[src/rtl/pv2byp_muldiv_wb_queue.sv]
// pv2byp_muldiv_wb_queue
//
// Pairs in-order 64-bit results from the pipelined multiply/divide unit with
// the writeback tags {waddr, sel} that were recorded when each request issued.
// It produces one 32-bit register-file write per result.
//
// Ports
//   clk, reset             core clock, synchronous active-high reset
//   tag_val/tag_rdy        tag enqueue handshake from issue
//   tag_waddr, tag_sel     destination register, result half (1 = upper 32 bits)
//   muldivresp_msg_result  64-bit muldiv result {hi/rem, lo/quot-or-product}
//   muldivresp_val/rdy     result handshake from the muldiv unit
//   wb_val/wb_rdy          writeback handshake to the X/W mux
//   wb_waddr, wb_data      registered writeback address and data
//   outstanding            tags enqueued and not yet paired with a result
module pv2byp_muldiv_wb_queue #(
    parameter int DEPTH = 4
) (
    input  logic                     clk,
    input  logic                     reset,
    input  logic                     tag_val,
    output logic                     tag_rdy,
    input  logic [4:0]               tag_waddr,
    input  logic                     tag_sel,
    input  logic [63:0]              muldivresp_msg_result,
    input  logic                     muldivresp_val,
    output logic                     muldivresp_rdy,
    output logic                     wb_val,
    input  logic                     wb_rdy,
    output logic [4:0]               wb_waddr,
    output logic [31:0]              wb_data,
    output logic [$clog2(DEPTH):0]   outstanding
);

    localparam int PW = $clog2(DEPTH);
    localparam int CW = PW + 1;
    localparam logic [CW-1:0] FULL_C  = CW'(DEPTH);
    localparam logic [CW-1:0] EMPTY_C = {CW{1'b0}};
    localparam logic [CW-1:0] ONE_C   = {{(CW-1){1'b0}}, 1'b1};
    localparam logic [PW-1:0] PINC_C  = {{(PW-1){1'b0}}, 1'b1};

    // Tag storage and queue bookkeeping
    logic [4:0]    waddr_q_r [DEPTH];
    logic          sel_q_r   [DEPTH];
    logic [PW-1:0] head_r;
    logic [PW-1:0] tail_r;
    logic [CW-1:0] count_r;
    logic [CW-1:0] count_nxt_s;

    // Output slot
    logic          wb_val_r;
    logic [4:0]    wb_waddr_r;
    logic [31:0]   wb_data_r;

    // Handshake terms
    logic          tag_rdy_s;
    logic          resp_rdy_s;
    logic          enq_s;
    logic          fire_s;
    logic          drain_s;
    logic [4:0]    head_waddr_s;
    logic          head_sel_s;
    logic [31:0]   sel_data_s;

    // Full check ignores a same-cycle dequeue: no full-bypass path.
    assign tag_rdy_s    = (count_r != FULL_C);
    // Accept a result only when a tag is waiting and the slot is free or draining.
    assign resp_rdy_s   = (count_r != EMPTY_C) && (!wb_val_r || wb_rdy);
    assign enq_s        = tag_val && tag_rdy_s;
    assign fire_s       = muldivresp_val && resp_rdy_s;
    assign drain_s      = wb_val_r && wb_rdy;

    assign head_waddr_s = waddr_q_r[head_r];
    assign head_sel_s   = sel_q_r[head_r];

    // Select the result half named by the head tag
    always_comb begin
        sel_data_s = 32'h0000_0000;
        if (head_sel_s) begin
            sel_data_s = muldivresp_msg_result[63:32];
        end else begin
            sel_data_s = muldivresp_msg_result[31:0];
        end
    end

    // Occupancy next-state: simultaneous enq and deq leave the count unchanged
    always_comb begin
        count_nxt_s = count_r;
        case ({enq_s, fire_s})
            2'b10:   count_nxt_s = count_r + ONE_C;
            2'b01:   count_nxt_s = count_r - ONE_C;
            default: count_nxt_s = count_r;
        endcase
    end

    // Tag storage write at the tail; entries are cleared on reset
    always_ff @(posedge clk) begin
        if (reset) begin
            for (int i = 0; i < DEPTH; i++) begin
                waddr_q_r[i] <= 5'd0;
                sel_q_r[i]   <= 1'b0;
            end
        end else if (enq_s) begin
            waddr_q_r[tail_r] <= tag_waddr;
            sel_q_r[tail_r]   <= tag_sel;
        end
    end

    // Pointers wrap naturally because DEPTH is a power of two
    always_ff @(posedge clk) begin
        if (reset) begin
            head_r  <= {PW{1'b0}};
            tail_r  <= {PW{1'b0}};
            count_r <= EMPTY_C;
        end else begin
            if (enq_s) begin
                tail_r <= tail_r + PINC_C;
            end
            if (fire_s) begin
                head_r <= head_r + PINC_C;
            end
            count_r <= count_nxt_s;
        end
    end

    // Output slot: load on fire (replacing a draining entry), clear valid on drain only
    always_ff @(posedge clk) begin
        if (reset) begin
            wb_val_r   <= 1'b0;
            wb_waddr_r <= 5'd0;
            wb_data_r  <= 32'h0000_0000;
        end else if (fire_s) begin
            wb_val_r   <= 1'b1;
            wb_waddr_r <= head_waddr_s;
            wb_data_r  <= sel_data_s;
        end else if (drain_s) begin
            wb_val_r   <= 1'b0;
        end
    end

    assign tag_rdy        = tag_rdy_s;
    assign muldivresp_rdy = resp_rdy_s;
    assign wb_val         = wb_val_r;
    assign wb_waddr       = wb_waddr_r;
    assign wb_data        = wb_data_r;
    assign outstanding    = count_r;

endmodule

[config.mk]
export PLATFORM = sky130hd
export DESIGN_NAME = pv2byp_muldiv_wb_queue
export DESIGN_NICKNAME = d
export VERILOG_FILES = /design/src/rtl/pv2byp_muldiv_wb_queue.sv
export SDC_FILE = /design/constraint.sdc
export NUM_CORES = 1
export LEC_CHECK = 0
export ABC_AREA = 1
export CORE_MARGIN = 3
export CORE_UTILIZATION = 45
export DETAILED_ROUTE_END_ITERATION = 16
export GPL_ROUTABILITY_DRIVEN = 0
export PLACE_DENSITY_LB_ADDON = 0.3
export SETUP_SLACK_MARGIN = 0.4
export SYNTH_ARGS = -nofsm -noshare
export SYNTH_HDL_FRONTEND = slang
export SYNTH_SLANG_ARGS = --single-unit
[constraint.sdc]
create_clock -name clk -period 2.5 [get_ports clk]
set_input_delay 0.5 -clock clk [delete_from_list [all_inputs] [get_ports clk]]
set_output_delay 0.5 -clock clk [all_outputs]
set_load 0.02 [all_outputs]
== Word level (Yosys, flattened, before mapping) ==
Memory sizes are Yosys's and may differ from the RTL's. A register that Yosys moved wholly into a read port is not among the register bits.
Cells that the tools add are included.
Cells by class
  $add $sub $neg: 4
  muxes and demuxes: 17
  eq/ne operators: 3
  reductions and logical operators: 11
Operators with widths (number)
  32-bit 2-to-1 mux: 1
  1-bit 2-to-1 mux: 10
  2-bit 2-to-1 mux: 4
  3-bit case mux with 2 select lines: 1
  5-bit 2-to-1 mux: 1
  5-bit OR reduction: 1
  2-bit by 1-bit adder with 2-bit output (second input constant): 2
  1-bit logical AND: 4
  2-bit nonzero test: 2
  3-bit by 1-bit adder with 3-bit output (second input constant): 1
  3-bit inequality test (second input constant): 1
  3-bit nonzero test: 1
  3-bit by 1-bit subtractor with 3-bit output (second input constant): 1
  2-bit by 1-bit equality test with 1-bit output (second input constant): 1
  2-bit equality test (second input constant): 1
  1-bit logical NOT: 1
  1-bit logical OR: 1
  1-bit OR reduction: 1
Word-level totals
  output and inout port bits: 43
  flip-flop bits (word level): 40
  RAM bits: 24
  logic and storage cells: 42
  memories kept: 2
Memories
  waddr_q_r: depth 4, bits a word 5, read ports 1, clocked after memory_dff 1, write ports 4, RTL line 43  | logic [4:0] waddr_q_r [DEPTH];
  sel_q_r: depth 4, bits a word 1, read ports 1, clocked after memory_dff 1, write ports 4, RTL line 44  | logic sel_q_r [DEPTH];

== Depth between registers and ports, before layout ==
Gate-level depths: netlist of run 1.
  depth in word-level cells: 7
  mapped depth: 13
  gate-level depth less buffers: 12

== Worst setup path after synthesis of run 1 ==
Ideal clock, no wire load.
  kind: register to register
  from: reg count_r[0] (netlist: outstanding[0])
  to: reg count_r[2] (netlist: outstanding[2])
  path buffers: 1
  clock period less this slack: 2.015 ns
  cell stages (with the launch flop): 14
  required time: 2.430 ns
  arrival time: 1.945 ns
  path slack: 0.485 ns
  cell sequence: dfxtp_1 -> inv_2 -> nand3_2 -> nand3_2 -> inv_2 -> buf_2 -> ha_1 -> inv_1 -> fa_1 -> nor2_1 -> nor2_1 -> nand2_1 -> o21ai_0 -> a21oi_1
On the way
  cells in the longest elaborated chain, start to end: 5
  elaborated cells between the ends (all ways): 11
  those cells by class: add/sub: 2; eq/ne: 3; mux: 1; reduce/logical: 5
RTL lines
  start: declaration: RTL line 47  | logic [CW-1:0] count_r;
  start signal: assignment: RTL line 122  | count_r <= count_nxt_s;
  3-bit nonzero test (*): RTL line 68  | assign resp_rdy_s = (count_r != EMPTY_C) && (!wb_val_r || wb_rdy);
  1-bit logical AND (*): RTL line 68
  1-bit logical AND (*): RTL line 70  | assign fire_s = muldivresp_val && resp_rdy_s;
  net fire_s: RTL line 59  | logic fire_s;
  2-bit by 1-bit equality test with 1-bit output or 2-bit equality test (tied branches): RTL line 89  | case ({enq_s, fire_s})
  3-bit case mux with 2 select lines or 2-bit nonzero test (tied branches)
Mark *: on every way through the listed nets, which the timed path passes. The rest lies on a longest branch.
A chain may end at the register's enable or synchronous reset.

== Worst setup path in the final report of run 1 ==
  from: reg count_r[1] (netlist: outstanding[1])
  to: out tag_rdy
On the way
  cells in the longest elaborated chain, start to end: 1
RTL lines
  3-bit inequality test: RTL line 66  | assign tag_rdy_s = (count_r != FULL_C);
  end: declaration: RTL line 22  | output logic tag_rdy,
Every way passes these cells.

==> load_flow_metrics.sql, run 1 <==
INSERT INTO impl_metrics (metric_group, metric, value, unit) VALUES
('detailed_routing', 'detail_route.first_pass.iterations', '4', ''),
('synth', 'synthDominantCellAreaShare', '0.277', ''),
('clock_tree', 'clock_tree.buffer_depth', '2', ''),
('placement', 'place_area', '4600', 'sq um'),
('synth', 'netlist_instances', '456', ''),
('worst_hold_path', 'worstHoldPathType', 'flop to flop', ''),
('floorplan', 'rows', '31', ''),
('sta', 'hold-worst-slack', '507', 'ps'),
('sta', 'fin_crit', '2040', 'ps'),
('clock_tree', 'htree_num_levels', '3', ''),
('synth', 'syn-num-nets', '533', ''),
('run', 'maxCapViolCount', '0', ''),
('finish', 'design_area', '4810', 'sq um'),
('synth', 'post-synth-top-count-cell', 'nand2_1', ''),
('clock_tree', 'worst_setup_hold_path_clk_slew', '60', 'ps'),
('worst_setup_path', 'cp-start-kind', 'flop', ''),
('sta', 'timing_worst_slew_pin_value', '927', 'ps'),
('detailed_routing', 'remaining_drc_errors', '0', ''),
('clock_tree', 'tritoncts', 'yes', ''),
('synth', 'synth_commonest_cells', '82 x nand2_1, 81 x inv_1, 65 x nand3_1', ''),
('detailed_routing', 'routed_wire_length_per_instance', '13.2', 'um'),
('synth', 'syn-mean-instance-area', '7.45', 'sq um'),
('global_route', 'grt_pass1_wl', '14.1', 'mm'),
('synth', 'synthesis.area', '3400', 'sq um'),
('pwr', 'power.leakage', '2.13', 'nW'),
('detailed_routing', 'drt_iter0_drc', '123', ''),
('detailed_routing', 'total_wirelength_of_the_detailed_routed_design', '8.83', 'mm'),
('synth', 'yosys-top-cells-area', 'dfxtp_1 28%, edfxtp_1 21%, nand3_1 9.6%', ''),
('synth', 'synth_ff_type', 'dfxtp_1', ''),
('floorplan', 'die_x', '92.9', 'um'),
('clock_tree', 'cts_buffers', '9', ''),
('finish', 'layout.filler_cells', '644', ''),
('worst_setup_path', 'endpoint_kind', 'output pin', ''),
('sta', 'max_clock_freq', '491', 'MHz'),
('detailed_routing', 'vias', '3237', ''),
('floorplan', 'die_outline_area', '8630', 'sq um'),
('synth', 'yosys.area_share.simple', '0.263', ''),
('worst_setup_path', 'reg2reg_depth', '4', ''),
('pwr', 'vdd.ir_drop.worst', '0.000484', 'V'),
('finish', 'fin_nets', '643', ''),
('status', 'run_status', 'finished, final reports clean', ''),
('sta', 'finalCritPeriodShare', '0.815', ''),
('floorplan', 'effective_utilization_at_floorplan', '0.466', ''),
('synth', 'asyncSetResetFlopFracSynth', '0', ''),
('clock_tree', 'insertion_delay', '330', 'ps'),
('worst_setup_path', 'critical_path_class', 'flop to output pin', ''),
('detailed_routing', 'post_drt_via_cell_ratio', '4.84', ''),
('floorplan', 'io_pins', '118', ''),
('floorplan', 'design.core.area', '7290', 'sq um'),
('floorplan', 'chipHeight', '92.9', 'um'),
('sta', 'clock-skew-final', '10.9', 'ps'),
('clock_tree', 'hold_buffers', '0', ''),
('synth', 'synth-edff-count', '24', ''),
('clock_tree', 'cts_sinks', '71', ''),
('finish', 'share_of_cells_above_drive_strength_1', '0.0667', ''),
('finish', 'antennaDiodeCount', '0', ''),
('sta', 'fin_setup_tns', '0', 'ps'),
('synth', 'muxShareOfSynthArea', '0', ''),
('synth', 'post_synth_xor_area_fraction', '0.00258', ''),
('worst_hold_path', 'hold_path_depth', '1', ''),
('global_route', 'globalRouteTotalUtil', '0.205', ''),
('synth', 'post_synth_fa_ha_maj_area_fraction', '0.00957', ''),
('synth', 'post-synth-top-area-cell', 'dfxtp_1', ''),
('pwr', 'power_density_normalized_to_cell_area', '988', 'nW/um^2'),
('sta', 'finalMaxSlewViolations', '0', ''),
('global_route', 'grt_pass1_vias', '2996', ''),
('global_route', 'initial_antenna_violation_count', '0', ''),
('worst_setup_path', 'path_max_fanout', '3', ''),
('placement', 'dpl.hpwl', '6.41', 'mm'),
('synth', 'synth_compound_gate_area_share', '0.100', ''),
('global_route', 'maximum_number_of_pins_on_one_net_before_global_route_repair', '43', '');
-- critical path, stage by stage, from the launching register on --
cell and delay [ps]:
dfxtp_1 390, inv_2 90, nand3_2 120, clkdlybuf4s50_1 610
-- cells by family (layout without fill, tap and decap cells) --
family | count (synthesis) | count (layout)
and+or+nand+nor | 203 | 203
buffers and inverters | 111 | 225
DFF | 71 | 71
AOI/OAI and AO/OA | 68 | 68
adders and majority gates | 2 | 2
xor gates and xnor gates | 1 | 1
-- per-layer routing --
layer	track usage	share of wire	vias to the layer above
li1	-	-	1651
met1	0.247	0.43	1451
met2	0.349	0.48	123
met3	0.0569	0.084	12
met4	0.0745	0.014	0
met5	0	0	-
-- timing repair --
item                       in CTS  in global routing
gates resized for setup         1                  6
pin swaps                       0                  2
setup endpoints to repair       1                  3
buffers inserted                0                  1
-- cell usage in the layout, fill, tap and decap left out --
master / count
clkdlybuf4s50_1: 116
nand2_1: 81
inv_1: 80
nand3_1: 65
dfxtp_1: 47
nor2_1: 46
a21oi_1: 41
o21ai_0: 26
edfxtp_1: 24
clkbuf_8: 11
buf_4: 7
inv_2: 6
nand3_2: 6
nand2_2: 3
clkbuf_1: 3
nor2_4: 1
xor2_1: 1
nor2_2: 1
o21ai_1: 1
fa_2: 1
ha_2: 1
bufinv_16: 1
dlygate4sd2_1: 1
-- flip-flops by register name, summed over array words and instances (netlist names), named ones only --
name and flops:
sel_q_r 4, wb_val 1, wb_waddr 5, head_r 2, tail_r 2, outstanding 3, wb_data 32, waddr_q_r 20
-- cell type report --
cell class / count / area (sq um) / share of cell area
Timing Repair Buffer: 124 / 1220 / 0.254
Clock inverter: 1 / 30.0 / 0.00625
Clock buffer: 14 / 163 / 0.0338
Inverter: 86 / 323 / 0.0671
Tap cell: 99 / 124 / 0.0258
Sequential cell: 71 / 1660 / 0.346
Multi-Input combinational cell: 274 / 1280 / 0.267
-- metrics by stage --
| stage | cells | util | worst slack [ps] | total power, W |
|---|---|---|---|---|
| 3_5_place_dp | 653 | 0.631 | 176 | 0.00386 |
| 2_1_floorplan | 456 | - | 485 | 0.00303 |
| 5_1_grt | 669 | 0.659 | 404 | 0.00507 |
| 6_report | 669 | 0.659 | 462 | 0.00475 |
| 3_3_place_gp | 653 | 0.631 | 220 | 0.00380 |
| 4_1_cts | 668 | 0.657 | 453 | 0.00476 |
-- where the power goes --
part / internal [W] / total (W) / switching, W
clock network: 0.000512 / 0.000896 / 0.000384
registers: 0.00149 / 0.00167 / 0.000173
logic: 0.000918 / 0.00219 / 0.00127
-- final timing paths --
kind             startpoint         endpoint  slack, ps
max          outstanding[1]          tag_rdy        460
min          outstanding[0]   outstanding[0]        510
max reg2reg  outstanding[1]  waddr_q_r[3][4]        620
min reg2reg  outstanding[0]   outstanding[0]        510
Power figures use the tool's default switching activity.
==> run 2: changes to the inputs <==
- clock period: 2.5 -> 2.01 ns (I/O delays scaled with it)
==> run 2 against run 1 <==
  * Count of clock-buffer cells in the layout down 5
  * Via count up 3.2%
  * Clock power is 29% higher
  * Clock skew shrank 3.0 ps
  * Non-clock buffer count rose by 9
  * Critical endpoint is now outstanding[2]
  * Largest cell class unchanged
  * Highest routed layer unchanged
==> load_flow_metrics.sql, run 2 (synthesis gave the netlist of run 1 again) <==
INSERT INTO impl_metrics (metric_group, metric, value, unit) VALUES
('status', 'run_status', 'finished, final reports clean', ''),
('sta', 'hold-worst-slack', '462', 'ps'),
('sta', 'finalCritPeriodShare', '0.812', ''),
('global_route', 'grt_pass1_vias', '3176', ''),
('sta', 'fin_crit', '1630', 'ps'),
('floorplan', 'effective_utilization_at_floorplan', '0.466', ''),
('finish', 'ff_latch_area', '1680', 'sq um'),
('floorplan', 'die_x', '92.9', 'um'),
('worst_setup_path', 'arrival', '1890', 'ps'),
('global_route', 'globalRouteMet3Util', '0.0601', ''),
('clock_tree', 'clock_tree.buffer_depth', '2', ''),
('pwr', 'power_density_normalized_to_cell_area', '1190', 'nW/um^2'),
('finish', 'design_area', '4890', 'sq um'),
('global_route', 'total_global_routing_overflow', '0', ''),
('clock_tree', 'cts_sinks', '71', ''),
('worst_setup_path', 'worstPathRequired', '2270', 'ps'),
('global_route', 'groute.layer.met1.usage', '0.275', ''),
('detailed_routing', 'vias', '3341', ''),
('clock_tree', 'clock-root-buffer', 'clkbuf_8', ''),
('sta', 'max_clock_freq', '613', 'MHz'),
('floorplan', 'io_pins', '118', ''),
('pwr', 'power.leakage', '2.34', 'nW'),
('floorplan', 'design.core.area', '7290', 'sq um'),
('global_route', 'top_usage_layer', 'met2', ''),
('clock_tree', 'worst_setup_hold_path_clk_slew', '80', 'ps'),
('clock_tree', 'insertion_delay', '340', 'ps'),
('worst_setup_path', 'cp-start-kind', 'flop', ''),
('worst_setup_path', 'critical_path_class', 'flop to flop', ''),
('placement', 'dpl.hpwl', '6.45', 'mm'),
('run', 'maxCapViolCount', '0', ''),
('placement', 'place_area', '4720', 'sq um'),
('finish', 'layout.filler_cells', '633', ''),
('worst_hold_path', 'worstHoldPathType', 'flop to flop', ''),
('detailed_routing', 'detail_route.first_pass.iterations', '5', ''),
('global_route', 'grt_pass1_wl', '14.9', 'mm'),
('worst_setup_path', 'endpoint_kind', 'flop', ''),
('placement', 'dpl.cell_count', '662', ''),
('finish', 'commonest_non_fill_non_tap_cell_in_the_layout', 'nand2_1', ''),
('floorplan', 'rows', '31', ''),
('floorplan', 'chipHeight', '92.9', 'um'),
('floorplan', 'die_outline_area', '8630', 'sq um'),
('worst_setup_path', 'path_max_fanout', '3', ''),
('finish', 'synthToLayoutAreaGrowth', '44.0', '%'),
('detailed_routing', 'remaining_drc_errors', '0', ''),
('clock_tree', 'htree_num_levels', '3', ''),
('detailed_routing', 'routed_wire_length_per_instance', '13.4', 'um'),
('global_route', 'maximum_number_of_pins_on_one_net_before_global_route_repair', '43', ''),
('detailed_routing', 'total_wirelength_of_the_detailed_routed_design', '9.11', 'mm'),
('finish', 'share_of_cells_above_drive_strength_1', '0.100', ''),
('placement', 'io_buffer_count', '117', ''),
('global_route', 'globalRouteTotalUtil', '0.217', ''),
('finish', 'largest_reg_flops', '32', ''),
('sta', 'setup-violations-final', '0', ''),
('sta', 'max_slew_headroom', '0.693', ''),
('finish', 'fin_cells', '679', ''),
('finish', 'total_area_of_multi_input_combinational_cells', '1330', 'sq um'),
('detailed_routing', 'drt_iter0_drc', '189', ''),
('finish', 'final_cell_mix', '81 x nand2_1, 79 x inv_1, 72 x clkdlybuf4s50_1', ''),
('clock_tree', 'tritoncts', 'yes', ''),
('detailed_routing', 'detail-route-antenna-nets', '0', ''),
('clock_tree', 'cts_buffers', '9', ''),
('sta', 'finalMaxSlewViolations', '0', ''),
('global_route', 'grt_use_met2', '0.357', ''),
('sta', 'clock-skew-final', '7.97', 'ps'),
('finish', 'fin_nets', '652', ''),
('sta', 'finalHoldViolations', '0', ''),
('sta', 'rsz0062_at_grt', 'true', ''),
('sta', 'timing_worst_slew_pin_value', '461', 'ps'),
('finish', 'antennaDiodeCount', '0', ''),
('global_route', 'initial_antenna_violation_count', '0', ''),
('detailed_routing', 'post_drt_via_cell_ratio', '4.92', ''),
('pwr', 'vdd.ir_drop.worst', '0.000716', 'V');
-- run 2: cell count changes in the layout (fill, tap and decap cells not counted), sizes merged --
cell	previous run	this run
clkdlybuf4s50	116	72
dlygate4sd2	1	43
buf	7	17
clkbuf	14	9
clkinvlp	0	3
inv	86	88
clkdlybuf4s15	0	1
clkinv	0	1
-- run 2: per-stage QoR --
| stage | setup WS [ps] | setup TNS [ps] | power, W | utilization |
|---|---|---|---|---|
| 5_1_grt | 251 | 0 | 0.00631 | 0.671 |
| 2_1_floorplan | 302 | 0 | 0.00385 | - |
| 3_3_place_gp | -123 | -162 | 0.00484 | 0.647 |
| 4_1_cts | 359 | 0 | 0.00588 | 0.669 |
| 3_5_place_dp | -126 | -239 | 0.00492 | 0.647 |
| 6_report | 379 | 0 | 0.00585 | 0.671 |
-- run 2: report_power, final --
part           switching [W]  internal [W]  total (W)
sequential          0.000203       0.00187    0.00207
clock               0.000581      0.000583    0.00116
combinational        0.00163      0.000979    0.00261
-- run 2: final timing paths --
kind | start | end | slack, ps | cells past startpoint
setup / recovery | outstanding[1] | outstanding[2] | 380 | 12
hold / removal | outstanding[0] | outstanding[0] | 460 | 1
setup reg to reg | outstanding[1] | outstanding[2] | 380 | 12
hold reg to reg | outstanding[0] | outstanding[0] | 460 | 1
-- run 2: final cells by class --
cell class / instances / share of cell area
tap: 99 / 0.0253
clock buffer: 9 / 0.0253
multi-input combinational: 274 / 0.271
timing repair buffer: 133 / 0.252
sequential: 71 / 0.342
clock inverter: 7 / 0.0161
inverter: 86 / 0.0675
-- run 2: critical path: stages (launching register included) --
cell	delay, ps
dfxtp_4	370
inv_4	50
nand3_4	90
nand3_4	80
inv_4	70
ha_4	120
inv_2	40
fa_2	360
nor2_2	110
nor2_1	40
nand2_1	70
o21ai_1	60
a21oi_1	110
-- run 2: timing repair --
item | 4_1_cts | 5_1_grt
pin swaps | 5 | 0
setup buffers | 1 | 0
hold buffers | 0 | 0
hold endpoints to repair | 0 | 0
resized for setup | 52 | 4
endpoints found under the setup margin | 47 | 7
-- run 2: layer usage --
metal	wire [um]	vias up	part of all wire
li1	-	1675	-
met4	167	0	0.018
met1	3830	1528	0.42
met3	692	15	0.076
met5	0	-	0
met2	4420	123	0.48
==> run 3: changes to the inputs <==
- CORE_UTILIZATION: 45 -> 41
- clock period: 2.01 -> 1.37 ns (I/O delays scaled with it)
==> run 3 against run 2 <==
  * The run now ends with negative setup slack left
  * Sequential share of layout area shrank 7.0 points
  * Sequential power is 57% higher
  * Worst hold slack lost 54 ps
  * Cell area up 29%
  * Routed wire length rose by 36%
  * Highest routed layer unchanged
==> load_flow_metrics.sql, run 3 (synthesis gave the netlist of run 1 again) <==
INSERT INTO impl_metrics (metric_group, metric, value, unit) VALUES
('sta', 'finalMaxSlewViolations', '0', ''),
('pwr', 'power.total', '0.0124', 'W'),
('detailed_routing', 'wl_met2', '6.41', 'mm'),
('sta', 'finalCritPeriodShare', '1.22', ''),
('floorplan', 'chipHeight', '97.0', 'um'),
('status', 'run_status', 'finished with violations', ''),
('pwr', 'power_density_normalized_to_cell_area', '1960', 'nW/um^2'),
('clock_tree', 'clock_tree.buffer_depth', '2', ''),
('floorplan', 'die_x', '97.0', 'um'),
('global_route', 'grt_pass1_wl', '18.2', 'mm'),
('finish', 'layout.filler_cells', '440', ''),
('floorplan', 'io_pins', '118', ''),
('finish', 'fin_nets', '702', ''),
('clock_tree', 'tritoncts', 'yes', ''),
('detailed_routing', 'total_wirelength_of_the_detailed_routed_design', '12.4', 'mm'),
('detailed_routing', 'dr.max_layer_used', 'met4', ''),
('detailed_routing', 'routed_wire_length_per_instance', '17.0', 'um'),
('floorplan', 'effective_utilization_at_floorplan', '0.431', ''),
('finish', 'final_cell_mix', '79 x inv_1, 72 x clkdlybuf4s50_1, 70 x nand2_1', ''),
('worst_setup_path', 'path_max_fanout', '6', ''),
('finish', 'fin_cells', '732', ''),
('global_route', 'globalRouteTotalUtil', '0.240', ''),
('pwr', 'sw_frac_of_total', '0.388', ''),
('run', 'maxCapViolCount', '0', ''),
('detailed_routing', 'route.met3.wl', '766', 'um'),
('detailed_routing', 'detail_route.wirelength.met1', '5.00', 'mm'),
('pwr', 'power_share_of_the_sequential_group', '0.263', ''),
('detailed_routing', 'remaining_drc_errors', '0', ''),
('sta', 'hold-worst-slack', '408', 'ps'),
('clock_tree', 'cts_buffers', '9', ''),
('sta', 'fin_crit', '1670', 'ps'),
('worst_setup_path', 'endpoint_kind', 'flop', ''),
('global_route', 'maximum_number_of_pins_on_one_net_before_global_route_repair', '34', ''),
('floorplan', 'rows', '32', ''),
('placement', 'io_buffer_count', '117', ''),
('clock_tree', 'worst_setup_hold_path_clk_slew', '80', 'ps'),
('worst_setup_path', 'crit_path_start', 'outstanding[2]', ''),
('sta', 'max_slew_headroom', '0.680', ''),
('floorplan', 'design.core.area', '7890', 'sq um'),
('sta', 'rsz0062_at_grt', 'true', ''),
('worst_hold_path', 'worstHoldPathType', 'primary input to flop', ''),
('detailed_routing', 'detail-route-antenna-nets', '0', ''),
('worst_setup_path', 'crit_path_end', 'wb_data[7]', ''),
('placement', 'dpl.hpwl', '6.35', 'mm'),
('global_route', 'initial_antenna_violation_count', '0', ''),
('sta', 'setup-violations-final', '93', ''),
('sta', 'timing_worst_slew_pin_value', '479', 'ps'),
('clock_tree', 'htree_num_levels', '3', ''),
('status', 'violations_in_the_final_reports', 'negative setup slack', ''),
('finish', 'antennaDiodeCount', '0', ''),
('worst_setup_path', 'timing.rr.end', 'wb_data[7]', ''),
('finish', 'share_of_cells_above_drive_strength_1', '0.421', ''),
('worst_setup_path', 'setup.reg_to_reg.worst_slack', '-300', 'ps'),
('sta', 'clock-skew-final', '13.1', 'ps'),
('floorplan', 'die_outline_area', '9420', 'sq um'),
('detailed_routing', 'vias', '3707', ''),
('pwr', 'comb_power_share', '0.581', ''),
('finish', 'commonest_non_fill_non_tap_cell_in_the_layout', 'inv_1', ''),
('detailed_routing', 'post_drt_via_cell_ratio', '5.06', ''),
('global_route', 'grt_pass1_vias', '3772', ''),
('pwr', 'vdd.ir_drop.worst', '0.00119', 'V'),
('clock_tree', 'cts_sinks', '71', ''),
('worst_setup_path', 'worstPathRequired', '1660', 'ps'),
('sta', 'max_clock_freq', '599', 'MHz'),
('worst_setup_path', 'arrival', '1960', 'ps'),
('global_route', 'total_global_routing_overflow', '0', ''),
('worst_setup_path', 'cp-start-kind', 'flop', ''),
('sta', 'final_critical_path_setup_slack', '-299', 'ps'),
('pwr', 'switchingPower', '0.00480', 'W'),
('worst_setup_path', 'reg2reg_depth', '11', ''),
('detailed_routing', 'detail_route.first_pass.iterations', '5', ''),
('finish', 'largest_reg_flops', '32', ''),
('clock_tree', 'insertion_delay', '350', 'ps'),
('clock_tree', 'hold_buffers', '0', ''),
('worst_setup_path', 'critical_path_class', 'flop to flop', ''),
('worst_setup_path', 'timing.rr.start', 'outstanding[2]', ''),
('pwr', 'internal-power', '0.00758', 'W'),
('pwr', 'pwr-share-clk', '0.156', ''),
('pwr', 'power.leakage', '2.82', 'nW'),
('detailed_routing', 'drt_iter0_drc', '235', ''),
('clock_tree', 'clock-root-buffer', 'clkbuf_8', ''),
('placement', 'dpl.cell_count', '676', ''),
('sta', 'finalHoldViolations', '0', ''),
('finish', 'synthToLayoutAreaGrowth', '86.2', '%');
==> run 3: cell count changes in the layout (fill, tap and decap cells not counted), moves of 12 or more <==
cell	change
buf_6	+50
a21oi_2	+29
dlygate4sd2_1	-41
dfxtp_1	-37
dfxtp_2	+36
nor2_2	+12
buf_4	+18
a21oi_1	-37
nor2_1	-16
==> run 3: metal layers <==
layer	up-vias	global-route usage
met4	0	0.0940
met3	24	0.0469
li1	1785	-
met1	1746	0.286
met5	-	0
met2	152	0.423
==> run 3: layout make-up <==
cell class                      instances  area (sq um)  share of cell area
Timing Repair Buffer                  183          2140               0.339
Multi-Input combinational cell        274          1770               0.280
Sequential cell                        71          1720               0.272
Inverter                               86           335              0.0530
Tap cell                              102           128              0.0202
Clock buffer                            9           124              0.0196
Clock inverter                          7           103              0.0162
==> run 3: power by group through the flow <==
stage	Sequential (W)	Clock, W	Combinational, W
after CTS	0.00321	0.00193	0.00632
after floorplan	0.00359	0	0.00215
final	0.00326	0.00193	0.00719
after global routing	0.00331	0.00205	0.00763
after detailed placement	0.00308	0	0.00442
after global placement	0.00305	0	0.00435
==> run 3: worst min-delay path by stage <==
stage	end	from	cells past startpoint
global route	wb_val	wb_rdy	4
floorplan	wb_data[17]	muldivresp_msg_result[17]	4
detailed placement	wb_waddr[1]	wb_waddr[1]	2
CTS	wb_val	wb_rdy	4
finish	wb_val	wb_rdy	4
global placement	wb_waddr[0]	wb_waddr[0]	2
==> run 3: what timing repair did <==
action / in CTS / in global routing
setup endpoints to repair: 138 / 138
buffers inserted: 14 / 14
pin swaps: 5 / 12
cloned: 11 / 1
hold endpoints to repair: 0 / 0
resized for setup: 370 / 68
==> run 3: through the flow <==
step / utilization / TNS (ps) / worst slack [ps] / area [sq um]
5_1_grt: 0.802 / -20130 / -373 / 6330
4_1_cts: 0.752 / -3960 / -242 / 5930
2_1_floorplan: - / -6040 / -345 / 3520
6_report: 0.802 / -14460 / -299 / 6330
3_5_place_dp: 0.621 / -33950 / -647 / 4900
3_3_place_gp: 0.621 / -31350 / -573 / 4900
==> run 3: critical path: stages, from the launching register on <==
cell,delay (ps)
dfxtp_4,390
inv_4,40
nand3_4,90
nand3_4,90
buf_4,140
buf_6,110
buf_12,140
buf_12,120
bufbuf_16,260
a21oi_2,120
nand2_1,60
inv_1,40
